--- src/rtl/i2c_master_ctrl.sv ---
// Byte-level open-drain I2C initiator: START / STOP / WRITE / READ over valid/ready.
// Optional responder clock stretching is enabled with `define I2C_MASTER_CLK_STRETCH_EN.
module i2c_master_ctrl #(
  parameter int unsigned CLK_DIV    = 250,
  parameter int unsigned DATA_WIDTH = 8
) (
  input  logic                  clk_i,
  input  logic                  rst_i,
  input  logic                  cmd_valid_i,
  output logic                  cmd_ready_o,
  input  logic [1:0]            cmd_i,
  input  logic [DATA_WIDTH-1:0] wdata_i,
  input  logic                  rd_nack_i,
  output logic                  rsp_valid_o,
  output logic [DATA_WIDTH-1:0] rdata_o,
  output logic                  ack_o,
  output logic                  err_o,
  output logic                  busy_o,
  input  logic                  scl_i,
  input  logic                  sda_i,
  output logic                  scl_oe_o,
  output logic                  sda_oe_o
);

  localparam int unsigned CntW = (CLK_DIV > 2) ? $clog2(CLK_DIV) : 1;
  localparam int unsigned BitW = $clog2(DATA_WIDTH + 2);

  localparam logic [1:0] CmdStart = 2'b00;
  localparam logic [1:0] CmdStop  = 2'b01;
  localparam logic [1:0] CmdWrite = 2'b10;

  typedef enum logic [2:0] {
    StIdle,
    StStart,
    StStop,
    StWrite,
    StRead,
    StResp
  } state_e;

  state_e                state_q, state_d;
  logic [CntW-1:0]       cnt_q, cnt_d;
  logic [1:0]            qtr_q, qtr_d;
  logic [BitW-1:0]       bit_q, bit_d;
  logic [DATA_WIDTH-1:0] tx_q, tx_d;
  logic                  nack_q, nack_d;
  logic                  scl_q, scl_d;
  logic                  sda_q, sda_d;
  logic                  busy_q, busy_d;
  logic [DATA_WIDTH-1:0] rdata_q, rdata_d;
  logic                  ack_q, ack_d;
  logic                  err_q, err_d;
  logic                  rsp_q, rsp_d;

  logic freeze;
  logic tick;
  logic last;
  logic load;

`ifdef I2C_MASTER_CLK_STRETCH_EN
  // Hold the quarter counter while the responder keeps SCL low after we released it.
  assign freeze = (qtr_q == 2'd1) && !scl_i;
`else
  logic unused_scl;
  assign unused_scl = scl_i;
  assign freeze     = 1'b0;
`endif

  assign tick = (cnt_q == CntW'(CLK_DIV - 1)) && !freeze;
  assign last = (qtr_q == 2'd3) &&
                ((state_q == StStart) || (state_q == StStop) || (bit_q == BitW'(DATA_WIDTH)));

  always_comb begin
    state_d = state_q;
    cnt_d   = cnt_q;
    qtr_d   = qtr_q;
    bit_d   = bit_q;
    tx_d    = tx_q;
    nack_d  = nack_q;
    scl_d   = scl_q;
    sda_d   = sda_q;
    busy_d  = busy_q;
    rdata_d = rdata_q;
    ack_d   = ack_q;
    err_d   = err_q;
    rsp_d   = 1'b0;
    load    = 1'b0;

    case (state_q)
      StIdle: begin
        if (cmd_valid_i) begin
          cnt_d  = '0;
          qtr_d  = 2'd0;
          bit_d  = '0;
          tx_d   = wdata_i;
          nack_d = rd_nack_i;
          err_d  = 1'b0;
          if ((cmd_i != CmdStart) && !busy_q) begin
            err_d   = 1'b1;
            state_d = StResp;
          end else begin
            load = 1'b1;
            unique case (cmd_i)
              CmdStart: state_d = StStart;
              CmdStop:  state_d = StStop;
              CmdWrite: state_d = StWrite;
              default:  state_d = StRead;
            endcase
            if (cmd_i == CmdStart) busy_d = 1'b1;
          end
        end
      end
      StResp: begin
        rsp_d   = 1'b1;
        state_d = StIdle;
      end
      default: begin
        if (!freeze) cnt_d = tick ? '0 : cnt_q + 1'b1;
        if (tick) begin
          if (qtr_q == 2'd2) begin
            if (state_q == StRead && bit_q < BitW'(DATA_WIDTH)) begin
              rdata_d = {rdata_q[DATA_WIDTH-2:0], sda_i};
            end
            if (state_q == StWrite && bit_q == BitW'(DATA_WIDTH)) ack_d = ~sda_i;
          end
          if (last) begin
            state_d = StResp;
            if (state_q == StStop) busy_d = 1'b0;
          end else begin
            load = 1'b1;
            if (qtr_q == 2'd3) begin
              qtr_d = 2'd0;
              bit_d = bit_q + 1'b1;
              tx_d  = tx_q << 1;
            end else begin
              qtr_d = qtr_q + 2'd1;
            end
          end
        end
      end
    endcase

    // Line levels for the quarter being entered; lines only move on accept or tick.
    if (load) begin
      case (state_d)
        StStart: begin
          unique case (qtr_d)
            2'd0:    begin scl_d = scl_q; sda_d = 1'b0; end
            2'd1:    begin scl_d = 1'b0;  sda_d = 1'b0; end
            2'd2:    begin scl_d = 1'b0;  sda_d = 1'b1; end
            default: begin scl_d = 1'b1;  sda_d = 1'b1; end
          endcase
        end
        StStop: begin
          unique case (qtr_d)
            2'd0:    begin scl_d = 1'b1; sda_d = 1'b1; end
            2'd1:    begin scl_d = 1'b0; sda_d = 1'b1; end
            default: begin scl_d = 1'b0; sda_d = 1'b0; end
          endcase
        end
        default: begin
          scl_d = (qtr_d == 2'd0) || (qtr_d == 2'd3);
          if (bit_d == BitW'(DATA_WIDTH)) begin
            sda_d = (state_d == StRead) ? ~nack_d : 1'b0;
          end else begin
            sda_d = (state_d == StWrite) ? ~tx_d[DATA_WIDTH-1] : 1'b0;
          end
        end
      endcase
    end
  end

  always_ff @(posedge clk_i or posedge rst_i) begin
    if (rst_i) begin
      state_q <= StIdle;
      cnt_q   <= '0;
      qtr_q   <= 2'd0;
      bit_q   <= '0;
      tx_q    <= '0;
      nack_q  <= 1'b0;
      scl_q   <= 1'b0;
      sda_q   <= 1'b0;
      busy_q  <= 1'b0;
      rdata_q <= '0;
      ack_q   <= 1'b0;
      err_q   <= 1'b0;
      rsp_q   <= 1'b0;
    end else begin
      state_q <= state_d;
      cnt_q   <= cnt_d;
      qtr_q   <= qtr_d;
      bit_q   <= bit_d;
      tx_q    <= tx_d;
      nack_q  <= nack_d;
      scl_q   <= scl_d;
      sda_q   <= sda_d;
      busy_q  <= busy_d;
      rdata_q <= rdata_d;
      ack_q   <= ack_d;
      err_q   <= err_d;
      rsp_q   <= rsp_d;
    end
  end

  assign cmd_ready_o = (state_q == StIdle);
  assign rsp_valid_o = rsp_q;
  assign rdata_o     = rdata_q;
  assign ack_o       = ack_q;
  assign err_o       = err_q;
  assign busy_o      = busy_q;
  assign scl_oe_o    = scl_q;
  assign sda_oe_o    = sda_q;

endmodule

--- config.mk ---
export PLATFORM = sky130hd
export DESIGN_NAME = i2c_master_ctrl
export DESIGN_NICKNAME = d
export VERILOG_FILES = /design/src/rtl/i2c_master_ctrl.sv
export SDC_FILE = /design/constraint.sdc
export NUM_CORES = 1
export LEC_CHECK = 0
export ABC_AREA = 1
export CORE_MARGIN = 1
export CORE_UTILIZATION = 55
export CTS_CLUSTER_DIAMETER = 120
export DETAILED_ROUTE_END_ITERATION = 6
export PLACE_DENSITY_LB_ADDON = 0.12
export SYNTH_ARGS = -nofsm -noshare
export SYNTH_HDL_FRONTEND = slang
export SYNTH_SLANG_ARGS = --single-unit
--- constraint.sdc ---
create_clock -name clk_i -period 2.3 [get_ports clk_i]
set_input_delay 0.575 -clock clk_i [delete_from_list [all_inputs] [get_ports clk_i]]
set_output_delay 0.575 -clock clk_i [all_outputs]
set_load 0.05 [all_outputs]
**Word level (Yosys, flattened, before mapping)**

Cells that the tools add are included.
Widths: inputs -> output; s select.

- Register bits after elaboration: 40
- Input port bits: 16

- Add/subtract/negate cells: 3
- Order comparisons: 1
- Eq/ne operators: 24
- Mux-type cells: 49
- Bitwise gates (word level): 5
- Reductions and logical operators: 26

Operator list:

| operator | count |
|---|---|
| $mux 8 | 6 |
| $pmux 8 s2 | 2 |
| $mux 1 | 20 |
| $mux 4 | 4 |
| $eq 3x2->1 const B | 4 |
| $mux 3 | 4 |
| $eq 2x2->1 const B | 5 |
| $pmux 1 s2 | 5 |
| $reduce_bool 2->1 | 5 |
| $eq 3x3->1 const B | 3 |
| $pmux 3 s3 | 1 |
| $add 8x1->8 const B | 1 |
| $eq 4x4->1 const B | 2 |
| $eq 8x8->1 const B | 1 |
| $mux 2 | 4 |
| $ne 2x2->1 const B | 4 |
| $pmux 4 s2 | 1 |
| $reduce_and 4->1 | 2 |
| $reduce_and 7->1 | 1 |
| $eq 3x1->1 const B | 2 |
| $pmux 3 s2 | 1 |
| $reduce_and 2->1 | 3 |
| $reduce_or 2->1 | 3 |
| $not 1->1 | 5 |
| 12 further kinds | 19 |

**Depth between registers and ports, before layout**

- Word-level depth: 11
- Mapped depth: 17
- Depth with buffers taken out: 17

**Worst setup path before layout**

No wires, ideal clock.

- Path kind: register to register
- Start: register bit_q[0]
- End: register scl_q (netlist: scl_oe_o)
- Setup time: 66 ps
- Data arrival time: 1,851 ps
- Data required time: 2,234 ps
- Setup slack: 383 ps
- Cell stages (with the launch flop): 16
- Path buffers: 0
- Period minus slack after synthesis: 1,917 ps
- Cells stage by stage: dfrtp_1 inv_1 ha_1 nand2_1 nor2_1 inv_1 nand2_2 nand2_2 nand2_1 a21oi_1 o22ai_1 inv_1 ha_1 o21ai_0 nand2_1 nand2_1

- Longest elaborated chain between the ends: 10

Ends and longest elaborated chain:

| element | line | text |
|---|---|---|
| start, declared | 44 | `logic [BitW-1:0] bit_q, bit_d;` |
| start signal, assigned | 192 | `bit_q <= bit_d;` |
| $eq 4x4->1 * | 71 | `((state_q == StStart) \|\| (state_q == StStop) \|\| (bit_q == BitW'(DATA_WIDTH)));` |
| $logic_or 1x1->1 * | 71 |  |
| $logic_and 1x1->1 * | 70 | `assign last = (qtr_q == 2'd3) &&` |
| $mux 2 * | 126 | `if (last) begin` |
| $mux 2 * | 119 | `if (tick) begin` |
| $pmux 2 s2 * | 89 | `case (state_q)` |
| net qtr_d[0] | 43 | `logic [1:0] qtr_q, qtr_d;` |
| $eq 2x1->1 / $eq 2x2->1 (equally long branches) | 147 | `unique case (qtr_d)` |
| $reduce_or 2->1 (no line) | - |  |
| $pmux 1 s2 | 147 |  |
| $pmux 1 s2 | 145 | `case (state_d)` |
| end signal, assigned | 195 | `scl_q <= scl_d;` |
| end, declared | 47 | `logic scl_q, scl_d;` |

The timed path passes the listed nets; every way through them passes the cells marked *.
A chain may end at the register's enable or synchronous reset.

**Worst setup path after layout**

- Start: input port cmd_i[0]
- End: register scl_q (netlist: scl_oe_o)

- Longest elaborated chain between the ends: 8

Ends and longest elaborated chain:

| element | line | text |
|---|---|---|
| start, declared | 11 | `input logic [1:0] cmd_i,` |
| $eq 2x2->1, or another cell as far along | 103 | `unique case (cmd_i)` |
| $pmux 3 s3 / $logic_and 1x1->1 (equally long branches) | 103, 98 |  |
| $mux 3 * | 98 | `if ((cmd_i != CmdStart) && !busy_q) begin` |
| $mux 3 * | 91 | `if (cmd_valid_i) begin` |
| $pmux 3 s2 * | 89 |  |
| net state_d[1] | 41 | `state_e state_q, state_d;` |
| $eq 3x1->1 | 145 |  |
| $ne 2x2->1 (no line) | - |  |
| $reduce_and 2->1 (no line) | - |  |

Marks and branches as above.

==> impl_metrics.xml <==
<?xml version="1.0" encoding="UTF-8"?>
<metrics>
  <group name="global_route">
    <metric name="grt_start_max_net_pins" unit="">41</metric>
    <metric name="grt_use_total" unit="">0.238</metric>
    <metric name="via_count_of_the_first_global_routing_pass" unit="">1862</metric>
    <metric name="grt_pass1_wl" unit="um">7910</metric>
    <metric name="grt_antenna_before_repair" unit="">0</metric>
    <metric name="gr-total-overflow" unit="">0</metric>
  </group>
  <group name="drt">
    <metric name="routedWlPerCell" unit="um">12.1</metric>
    <metric name="drtAntennaViolNets" unit="">0</metric>
    <metric name="detailedRoute.firstPassIterationCount" unit="">4</metric>
    <metric name="detailedRoute.firstIterationViolations" unit="">67</metric>
    <metric name="detailroute.via_count" unit="">2063</metric>
    <metric name="routed_via_density" unit="">5.20</metric>
    <metric name="drc" unit="">0</metric>
    <metric name="drt-total-wl" unit="um">4810</metric>
  </group>
  <group name="power">
    <metric name="share_seq_of_total_power" unit="">0.580</metric>
    <metric name="cell_internal_pwr" unit="mW">0.939</metric>
    <metric name="total_net_switching_power" unit="mW">0.274</metric>
    <metric name="p_clk_frac" unit="">0.370</metric>
    <metric name="leakagePower" unit="nW">1.52</metric>
    <metric name="total_power" unit="mW">1.21</metric>
    <metric name="swShare" unit="">0.226</metric>
    <metric name="max-vdd-ir-drop" unit="mV">0.272</metric>
    <metric name="share_comb_of_total_power" unit="">0.049</metric>
    <metric name="pwr_density_cell" unit="mW/mm^2">422</metric>
  </group>
  <group name="setup_path">
    <metric name="ff2ff_path_depth" unit="">15</metric>
    <metric name="ff2ff_setup_slack" unit="ns">0.19</metric>
    <metric name="cp-endpoint" unit="">scl_oe_o</metric>
    <metric name="cp-startpoint" unit="">cmd_i[0]</metric>
    <metric name="crit-reg2reg-launch" unit="">bit_q[1]</metric>
    <metric name="worst-endpoint-arrival" unit="ns">2.32</metric>
    <metric name="reg2reg_to" unit="">scl_oe_o</metric>
    <metric name="worstPathRequired" unit="ns">2.49</metric>
    <metric name="path_max_fanout" unit="">5</metric>
    <metric name="worst_setup_path_end_kind" unit="">flip-flop</metric>
    <metric name="startpoint_type" unit="">input port</metric>
    <metric name="critical_path_class" unit="">input port to flip-flop</metric>
  </group>
  <group name="placement">
    <metric name="hpwl" unit="um">3590</metric>
    <metric name="place.gp.congestion" unit="">0.921</metric>
    <metric name="post-place-cells" unit="">389</metric>
    <metric name="io_buffers" unit="">29</metric>
    <metric name="postPlaceCellArea" unit="sq mm">0.00278</metric>
    <metric name="dp_slack" unit="ns">-0.161</metric>
  </group>
  <group name="cts">
    <metric name="max-clock-path-buffers" unit="">2</metric>
    <metric name="h_tree_levels" unit="">2</metric>
    <metric name="tritoncts" unit="">yes</metric>
    <metric name="hold_fix_buffers_at_cts" unit="">0</metric>
    <metric name="clk_pin_slew_worst_paths" unit="ns">0.08</metric>
    <metric name="worst_skew_pair.late_latency" unit="ns">0.30</metric>
    <metric name="cts_inserted_buffers" unit="">5</metric>
    <metric name="cts_num_sinks" unit="">40</metric>
    <metric name="clock_tree.root_cell" unit="">sky130_fd_sc_hd__clkbuf_8</metric>
  </group>
  <group name="timing">
    <metric name="timing.final.ws_setup" unit="ns">0.171</metric>
    <metric name="setup-tns-final" unit="ns">0</metric>
    <metric name="final_number_of_max_transition_violations" unit="">0</metric>
    <metric name="skew" unit="ns">0.0100</metric>
    <metric name="timing.max_slew.rel_slack" unit="">0.663</metric>
    <metric name="hold_viol" unit="">0</metric>
    <metric name="worst_pin_slew" unit="ns">0.505</metric>
    <metric name="layout_min_cycle_time" unit="ns">2.13</metric>
    <metric name="setup_viol" unit="">0</metric>
    <metric name="clock.fmax" unit="MHz">470</metric>
    <metric name="period_share" unit="">0.925</metric>
  </group>
  <group name="status">
    <metric name="run_status" unit="">completed</metric>
  </group>
  <group name="yosys">
    <metric name="yosysWarnings" unit="">0</metric>
    <metric name="synth_unique_cells" unit="">35</metric>
    <metric name="synth_cells" unit="">300</metric>
    <metric name="synth.avg_cell_area" unit="sq um">7.85</metric>
    <metric name="sequential_element_share_of_the_synthesized_area" unit="">0.425</metric>
    <metric name="ys_seq_elements" unit="">40</metric>
    <metric name="net_count_of_the_mapped_netlist" unit="">326</metric>
    <metric name="post_synth_instance_area" unit="sq mm">0.00235</metric>
  </group>
  <group name="finish">
    <metric name="layout-area-overhead-vs-synth" unit="%">22.1</metric>
    <metric name="filler_cell_count" unit="">323</metric>
    <metric name="design_area" unit="sq mm">0.00287</metric>
    <metric name="num-nets-final" unit="">373</metric>
    <metric name="final_cell_mix" unit="">sky130_fd_sc_hd__nand2_1, sky130_fd_sc_hd__dfrtp_1, sky130_fd_sc_hd__inv_1</metric>
    <metric name="fin_cells" unit="">397</metric>
    <metric name="post_route_cells_drive_above_1_share" unit="">0.161</metric>
    <metric name="layout.cells.most_common" unit="">sky130_fd_sc_hd__nand2_1</metric>
    <metric name="antenna_cells" unit="">0</metric>
  </group>
  <group name="job">
    <metric name="maxCapViolCount" unit="">0</metric>
  </group>
  <group name="min_path">
    <metric name="timing.hold.worst.class" unit="">flip-flop to flip-flop</metric>
  </group>
  <group name="floorplan">
    <metric name="floorplan.initialDensity" unit="">0.580</metric>
    <metric name="core_area" unit="sq mm">0.00406</metric>
    <metric name="die_x" unit="um">67.4</metric>
    <metric name="die_y" unit="um">67.4</metric>
    <metric name="floorplan.rows" unit="">23</metric>
    <metric name="floorplan.die_area" unit="sq mm">0.00455</metric>
    <metric name="boundaryPins" unit="">31</metric>
  </group>
</metrics>
-- kinds of logic after synthesis --
kind of cell | count (synthesis) | synth area share
AOI/OAI and AO/OA | 37 | 0.0999
adders and majority gates | 10 | 0.0531
buffers and inverters | 50 | 0.0877
DFF | 40 | 0.425
and+or+nand+nor | 163 | 0.334
-- registers in the layout, summed over array words and instances (netlist names) --
name         flops
rsp_valid_o      1
cnt_q            8
ack_o            1
bit_q            4
busy_o           1
rdata_o          8
qtr_q            2
err_o            1
sda_oe_o         1
state_q          3
scl_oe_o         1
nack_q           1
tx_q             8
-- synthesized netlist by cell type, drive strengths merged --
cell	n	area [sq um]
nand2	88	382
inv	46	175
dfrtp	40	1000
nor2	34	174
nand3	28	150
a21oi	11	62.6
ha	10	125
o21ai	10	50.1
nor3	6	35.0
a32oi	5	43.8
nand4	5	31.3
buf	3	27.5
a31oi	2	12.5
o21a	2	15.0
o22ai	2	12.5
a211oi	1	7.51
a21o	1	7.51
a22o	1	8.76
clkbuf	1	3.75
nand3b	1	7.51
nor3b	1	7.51
o21bai	1	7.51
o31ai	1	7.51
-- routing by layer --
layer  up-vias  GRT usage  share of wire
met5         -          0              0
met4         0     0.0957          0.015
met3         7     0.0557          0.033
met2        42      0.396           0.49
met1       952      0.296           0.47
li1       1062          -              -
-- power by group through the flow --
stage / registers, mW / clock network [mW] / logic, mW
floorplan: 0.721 / 0 / 0.0174
global placement: 0.718 / 0 / 0.0606
detailed placement: 0.718 / 0 / 0.0615
CTS: 0.704 / 0.461 / 0.0619
global route: 0.704 / 0.491 / 0.0673
finish: 0.704 / 0.449 / 0.0601
-- repair_timing --
action	in CTS	in global routing
endpoints found under the setup margin	0	1
hold endpoints to repair	0	0
setup buffers	0	1
gates resized for setup	0	1
-- worst max-delay path, cell delays in order --
cell and delay, ns:
sky130_fd_sc_hd__clkdlybuf4s50_1 0.47, sky130_fd_sc_hd__inv_1 0.07, sky130_fd_sc_hd__ha_1 0.21, sky130_fd_sc_hd__nor2_1 0.19, sky130_fd_sc_hd__buf_4 0.16, sky130_fd_sc_hd__nor2_4 0.04
sky130_fd_sc_hd__nand2_2 0.07, sky130_fd_sc_hd__nand2_4 0.07, sky130_fd_sc_hd__a21oi_1 0.17, sky130_fd_sc_hd__nand3_1 0.09, sky130_fd_sc_hd__nand2_1 0.09, sky130_fd_sc_hd__inv_1 0.04
sky130_fd_sc_hd__nand2_1 0.05, sky130_fd_sc_hd__nand2_1 0.04
-- layout make-up --
| type | instances | area (sq um) | share of cell area |
|---|---|---|---|
| flip-flops and latches | 40 | 1000 | 0.348 |
| multi-input cells | 210 | 1150 | 0.401 |
| well taps | 50 | 62.6 | 0.0218 |
| clock buffers | 5 | 68.8 | 0.0239 |
| repair buffers | 44 | 400 | 0.139 |
| clock inverters | 2 | 12.5 | 0.00435 |
| inverters | 46 | 175 | 0.0609 |
-- stage by stage --
stage | utilization | hold slack (ns)
6_report | 0.708 | 0.485
5_1_grt | 0.708 | 0.513
4_1_cts | 0.705 | 0.486
3_5_place_dp | 0.685 | 0.465
3_3_place_gp | 0.685 | 0.465
2_1_floorplan | - | 0.445
-- worst min-delay path by stage --
stage,startpoint,to,slack (ns),cells after the start
floorplan,nack_q,nack_q,0.45,2
global placement,tx_q[4],tx_q[4],0.47,2
detailed placement,tx_q[4],tx_q[4],0.47,2
CTS,nack_q,nack_q,0.49,2
global route,err_o,err_o,0.51,1
finish,tx_q[4],tx_q[4],0.48,2
(Power assumes the default switching activity.)
==> RTL change 1, RTL diff (same settings) <==
The option `I2C_MASTER_CLK_STRETCH_EN` is turned on by a define.
--- a/src/rtl/i2c_master_ctrl.sv
+++ b/src/rtl/i2c_master_ctrl.sv
@@ -1,5 +1,7 @@
 // Byte-level open-drain I2C initiator: START / STOP / WRITE / READ over valid/ready.
 // Optional responder clock stretching is enabled with `define I2C_MASTER_CLK_STRETCH_EN.
+`define I2C_MASTER_CLK_STRETCH_EN
+
 module i2c_master_ctrl #(
   parameter int unsigned CLK_DIV    = 250,
   parameter int unsigned DATA_WIDTH = 8
Function: no difference found for any inputs over 10 cycles, from zero or initial values and one cycle with rst_i high; that may be too few to reach the edited logic, so the function may still have changed.
==> RTL change 1 against the original RTL <==
- sequential cell count unchanged
- utilization increased by 5.6 points
- cell area increased by 7.2%
- clock skew is 0.0056 ns lower
- wire length grew 17%
- worst setup slack got worse by 0.044 ns
- critical path type is now flip-flop to output pin
- critical path depth down 13
- highest routed layer unchanged
- critical endpoint is now busy_o
- largest cell class unchanged
- area after synthesis shrank 1.0%
Power is not compared: it rests on default switching activity, and its combinational part moved more than twofold at a synthesized area within 25%.
==> RTL change 1: results (changes against the original RTL) <==
* Share of the synthesized area in the top cell type at 42.9% (+0.43 points)
* Max stage delay on crit path at 0.84 ns (+0.37 ns)
* Critical path fanouts, max at 4 (-1)
* Start point of the worst hold path: tx_q[3]$_DFFE_PP0P_
* Dpl cell area at 2870 um2 (+3.3%)
* Wire length of the first global-routing pass at 8950 um (+13%)
* Crit path DAT at 1.60 ns (-0.72 ns)
* Iteration-0 DRC Markers at 152 (+130%)
* GP Congestion at 0.868 (-5.8%)
* WHS Endpoint: tx_q[3]$_DFFE_PP0P_
* Commonest cells in the netlist: 56 x nand2_1, 40 x dfrtp_1, 36 x inv_1
* Post-cts resize count at 3 (+3)
* Routed wire length at 5610 um (+17%)
* Yosys cell types at 34 (-2.9%)
* Final net count at 382 (+2.4%)
* Register clock-pin slew on the reported worst setup and hold paths at 0.08 ns (about the same)
* PortBufs at 30 (+3.4%)
* Final hold slack at 0.500 ns (+0.0150 ns)
* RR Startpoint: cnt_q[1]$_DFFE_PP0P_
* GRT met1 Usage at 33.2% (+3.6 points)
* Hpwl dp at 4050 um (+13%)
* Metal2 WL at 2800 um (+19%)
* Top post-synthesis cells by area: dfrtp_1 43%, nand2_1 9.0%, nand3_1 6.7%, ha_1 6.4%, inv_1 5.8%
* Total GRT Usage at 27.2% (+3.4 points)
* Met2 usage at 46.1% (+6.5 points)
* Net Count, Synth at 317 (-2.8%)
* WL met3 at 243 um (+54%)
* Worst r2r dst: sda_oe_o$_DFFE_PP0P_
* Global Route met3 Usage at 6.34% (+0.76 points)
* Share of cells above drive strength 1 at 23.9% (+7.8 points)
* Run status: finished clean
* Clock skew at 0.00439 ns (-0.00562 ns)
* Worst setup startpoint: busy_o$_DFFE_PP0P_
* Reg-to-reg slack, setup at 0.14 ns (-0.05 ns)
* Sequential cell area fraction in the yosys report at 42.9% (+0.43 points)
* Worst-Margin Slew at 0.505 ns (+0.00000954 ns)
* Vias at 2145 (+4.0%)
* Metal-1 WL at 2470 um (+10%)
==> RTL change 1: worst max path at each step <==
stage	to	cells past startpoint
2_1_floorplan	sda_oe_o$_DFFE_PP0P_	14
3_3_place_gp	sda_oe_o$_DFFE_PP0P_	14
3_5_place_dp	sda_oe_o$_DFFE_PP0P_	14
4_1_cts	sda_oe_o$_DFFE_PP0P_	14
5_1_grt	sda_oe_o$_DFFE_PP0P_	15
6_report	busy_o	1
==> RTL change 1: stage by stage <==
| step | std cells | setup TNS [ns] | power [mW] | setup WS, ns |
|---|---|---|---|---|
| 2_1_floorplan | 289 | 0 | 1.68 | 0.0183 |
| 3_3_place_gp | 389 | -0.473 | 2.00 | -0.302 |
| 3_5_place_dp | 389 | -0.696 | 2.03 | -0.399 |
| 4_1_cts | 397 | 0 | 2.64 | 0.00864 |
| 5_1_grt | 405 | -0.0695 | 2.84 | -0.0695 |
| 6_report | 405 | 0 | 2.67 | 0.127 |
==> RTL change 1: area by class of cell <==
type	count	area [um2]
multi-input combinational	203	1200
sequential	40	1000
fill	302	948
timing repair buffer	60	538
inverter	44	165
clock buffer	5	68.8
tap	50	62.6
clock inverter	3	46.3
==> RTL change 1: cell families (layout without fill, tap and decap cells) <==
family	after synthesis	in the layout	synth area share [%]
adders and majority gates	12	12	6.44
AOI/OAI and AO/OA	35	35	9.23
muxes	2	2	0.966
buffers and inverters	46	112	7.62
DFF	40	40	42.9
and+or+nand+nor	154	154	32.8
==> RTL change 1: report_power, final <==
group	leakage [nW]	total [mW]	internal (mW)	switching, mW
Sequential	0.500	1.01	0.871	0.135
Clock	0.0548	0.608	0.327	0.281
Combinational	0.968	1.06	0.408	0.647
==> RTL change 2, RTL diff (same flow settings) <==
Without the edit above. Make the reset (`rst_i`) synchronous in one clocked block.
--- a/src/rtl/i2c_master_ctrl.sv
+++ b/src/rtl/i2c_master_ctrl.sv
@@ -170,7 +170,7 @@
     end
   end
 
-  always_ff @(posedge clk_i or posedge rst_i) begin
+  always_ff @(posedge clk_i) begin
     if (rst_i) begin
       state_q <= StIdle;
       cnt_q   <= '0;
Behaviour: differs if rst_i is asserted again (counterexample within 4 cycles, from zero or initial values and one cycle with rst_i high); with rst_i held inactive, the same outputs for 10 cycles.
==> RTL change 2 against the original RTL <==
- count of clock-buffer cells in the layout did not move
- maximum frequency rose by 1.6%
- worst hold slack got worse by 0.039 ns
- final cell count rose by 3.0%
- sequential cell count did not move
- cell area fell by 2.6%
- area after synthesis fell by 3.8%
- worst setup slack improved by 0.033 ns
- die area fell by 3.7%
- wire length rose by 5.5%
- first-iteration DRC count rose by 90%
Power is not compared: it rests on default switching activity, and its combinational part moved more than twofold at a synthesized area within 25%.
==> RTL change 2: results (changes against the original RTL) <==
* Post-cts resize count at 0 (unchanged)
* Max Cap Viol at 0 (unchanged)
* Reg-to-reg slack, setup at 0.25 ns (+0.06 ns)
* Net Count, Synth at 348 (+6.7%)
* Run status: finished clean
* Iteration-0 DRC Markers at 127 (+90%)
* R2R depth at 12 (-3)
* Max-slew headroom at 67.2% (+0.92 points)
* Yosys cell types at 32 (-8.6%)
* Global Route met3 Usage at 5.17% (-0.40 points)
* VDD IR max at 0.361 mV
* CP delay by family, top: simple AND/OR/NAND/NOR gates
* GP Congestion at 0.927 (+0.73%)
* WL/cell at 12.4 um (+2.4%)
* Total GRT Usage at 25.9% (+2.1 points)
* Met2 usage at 44.3% (+4.6 points)
* Crit path DAT at 2.30 ns (-0.02 ns)
* Top post-synthesis cells by area: dfxtp_1 35%, nand2_1 11%, inv_1 8.1%, ha_1 5.5%, nor2_1 5.1%
* Most common flop cell mapped by yosys: dfxtp_1
* Vias in the first global route at 1937 (+4.0%)
* Commonest cells in the netlist: 67 x nand2_1, 49 x inv_1, 40 x dfxtp_1
* Final net count at 386 (+3.5%)
* Worst r2r dst: scl_oe_o$_SDFFE_PP0P_
* HP Class: flip-flop to flip-flop
* Hold buffers post-CTS at 0 (unchanged)
* Share of cells above drive strength 1 at 14.1% (-2.0 points)
* Start point of the worst hold path: rdata_o[7]$_SDFFE_PP0P_
* Vias at 2094 (+1.5%)
* Pre-CTS WS at -0.113 ns (+0.0488 ns)
* Largest net degree at the start of global routing at 20 (-51%)
* Hpwl dp at 3730 um (+4.1%)
* Final hold slack at 0.446 ns (-0.0389 ns)
* Sequential cell area fraction in the yosys report at 35.3% (-7.2 points)
* Clock skew at 0.00425 ns (-0.00576 ns)
* Wire length of the first global-routing pass at 8540 um (+8.0%)
* Critical path fanouts, max at 5 (unchanged)
* RR Startpoint: bit_q[0]$_SDFF_PP0_
* Async set or reset register ratio after synthesis at 0% (-100 points)
[RTL change 2: logic make-up after synthesis]
kind of cell,count (synthesis),share of synthesized area [%]
XOR/XNOR,2,0.773
adder cells (fa/ha/maj),10,5.52
AND/OR/NAND/NOR,158,35.7
AO/OA/AOI/OAI,49,11.8
buffers and inverters,63,10.9
flip-flops,40,35.3
[RTL change 2: final cells by class]
cell class                      count  area [um2]
Clock buffer                        5        68.8
Clock inverter                      3        90.1
Fill cell                         322         998
Inverter                           57         214
Multi-Input combinational cell    219        1220
Sequential cell                    40         801
Tap cell                           48        60.1
Timing Repair Buffer               37         348
[RTL change 2: layer usage]
metal | share of wire (%) | vias to the layer above
li1 | - | 1097
met1 | 45 | 941
met2 | 49 | 47
met3 | 4.7 | 9
met4 | 1.5 | 0
met5 | 0 | -
[RTL change 2: per-stage QoR]
step           cell area [um2]  cells  power (mW)  TNS (ns)
5_1_grt                   2800    409        2.00         0
6_report                  2800    409        1.93         0
4_1_cts                   2800    409        1.93         0
3_5_place_dp              2640    401        1.13    -0.180
2_1_floorplan             2270    322        1.01         0
3_3_place_gp              2640    401        1.12    -0.110
[RTL change 2: how the worst max path moves through the flow]
| stage | from | endpoint | slack, ns | depth (start not counted) |
|---|---|---|---|---|
| floorplan | cmd_i[0] | sda_oe_o$_SDFFE_PP0P_ | 0.51 | 14 |
| global placement | cmd_i[0] | sda_oe_o$_SDFFE_PP0P_ | -0.07 | 15 |
| global route | cmd_i[0] | sda_oe_o$_SDFFE_PP0P_ | 0.05 | 15 |
| finish | cmd_i[0] | sda_oe_o$_SDFFE_PP0P_ | 0.20 | 15 |
| CTS | cmd_i[0] | sda_oe_o$_SDFFE_PP0P_ | 0.19 | 15 |
| detailed placement | cmd_i[0] | sda_oe_o$_SDFFE_PP0P_ | -0.11 | 15 |
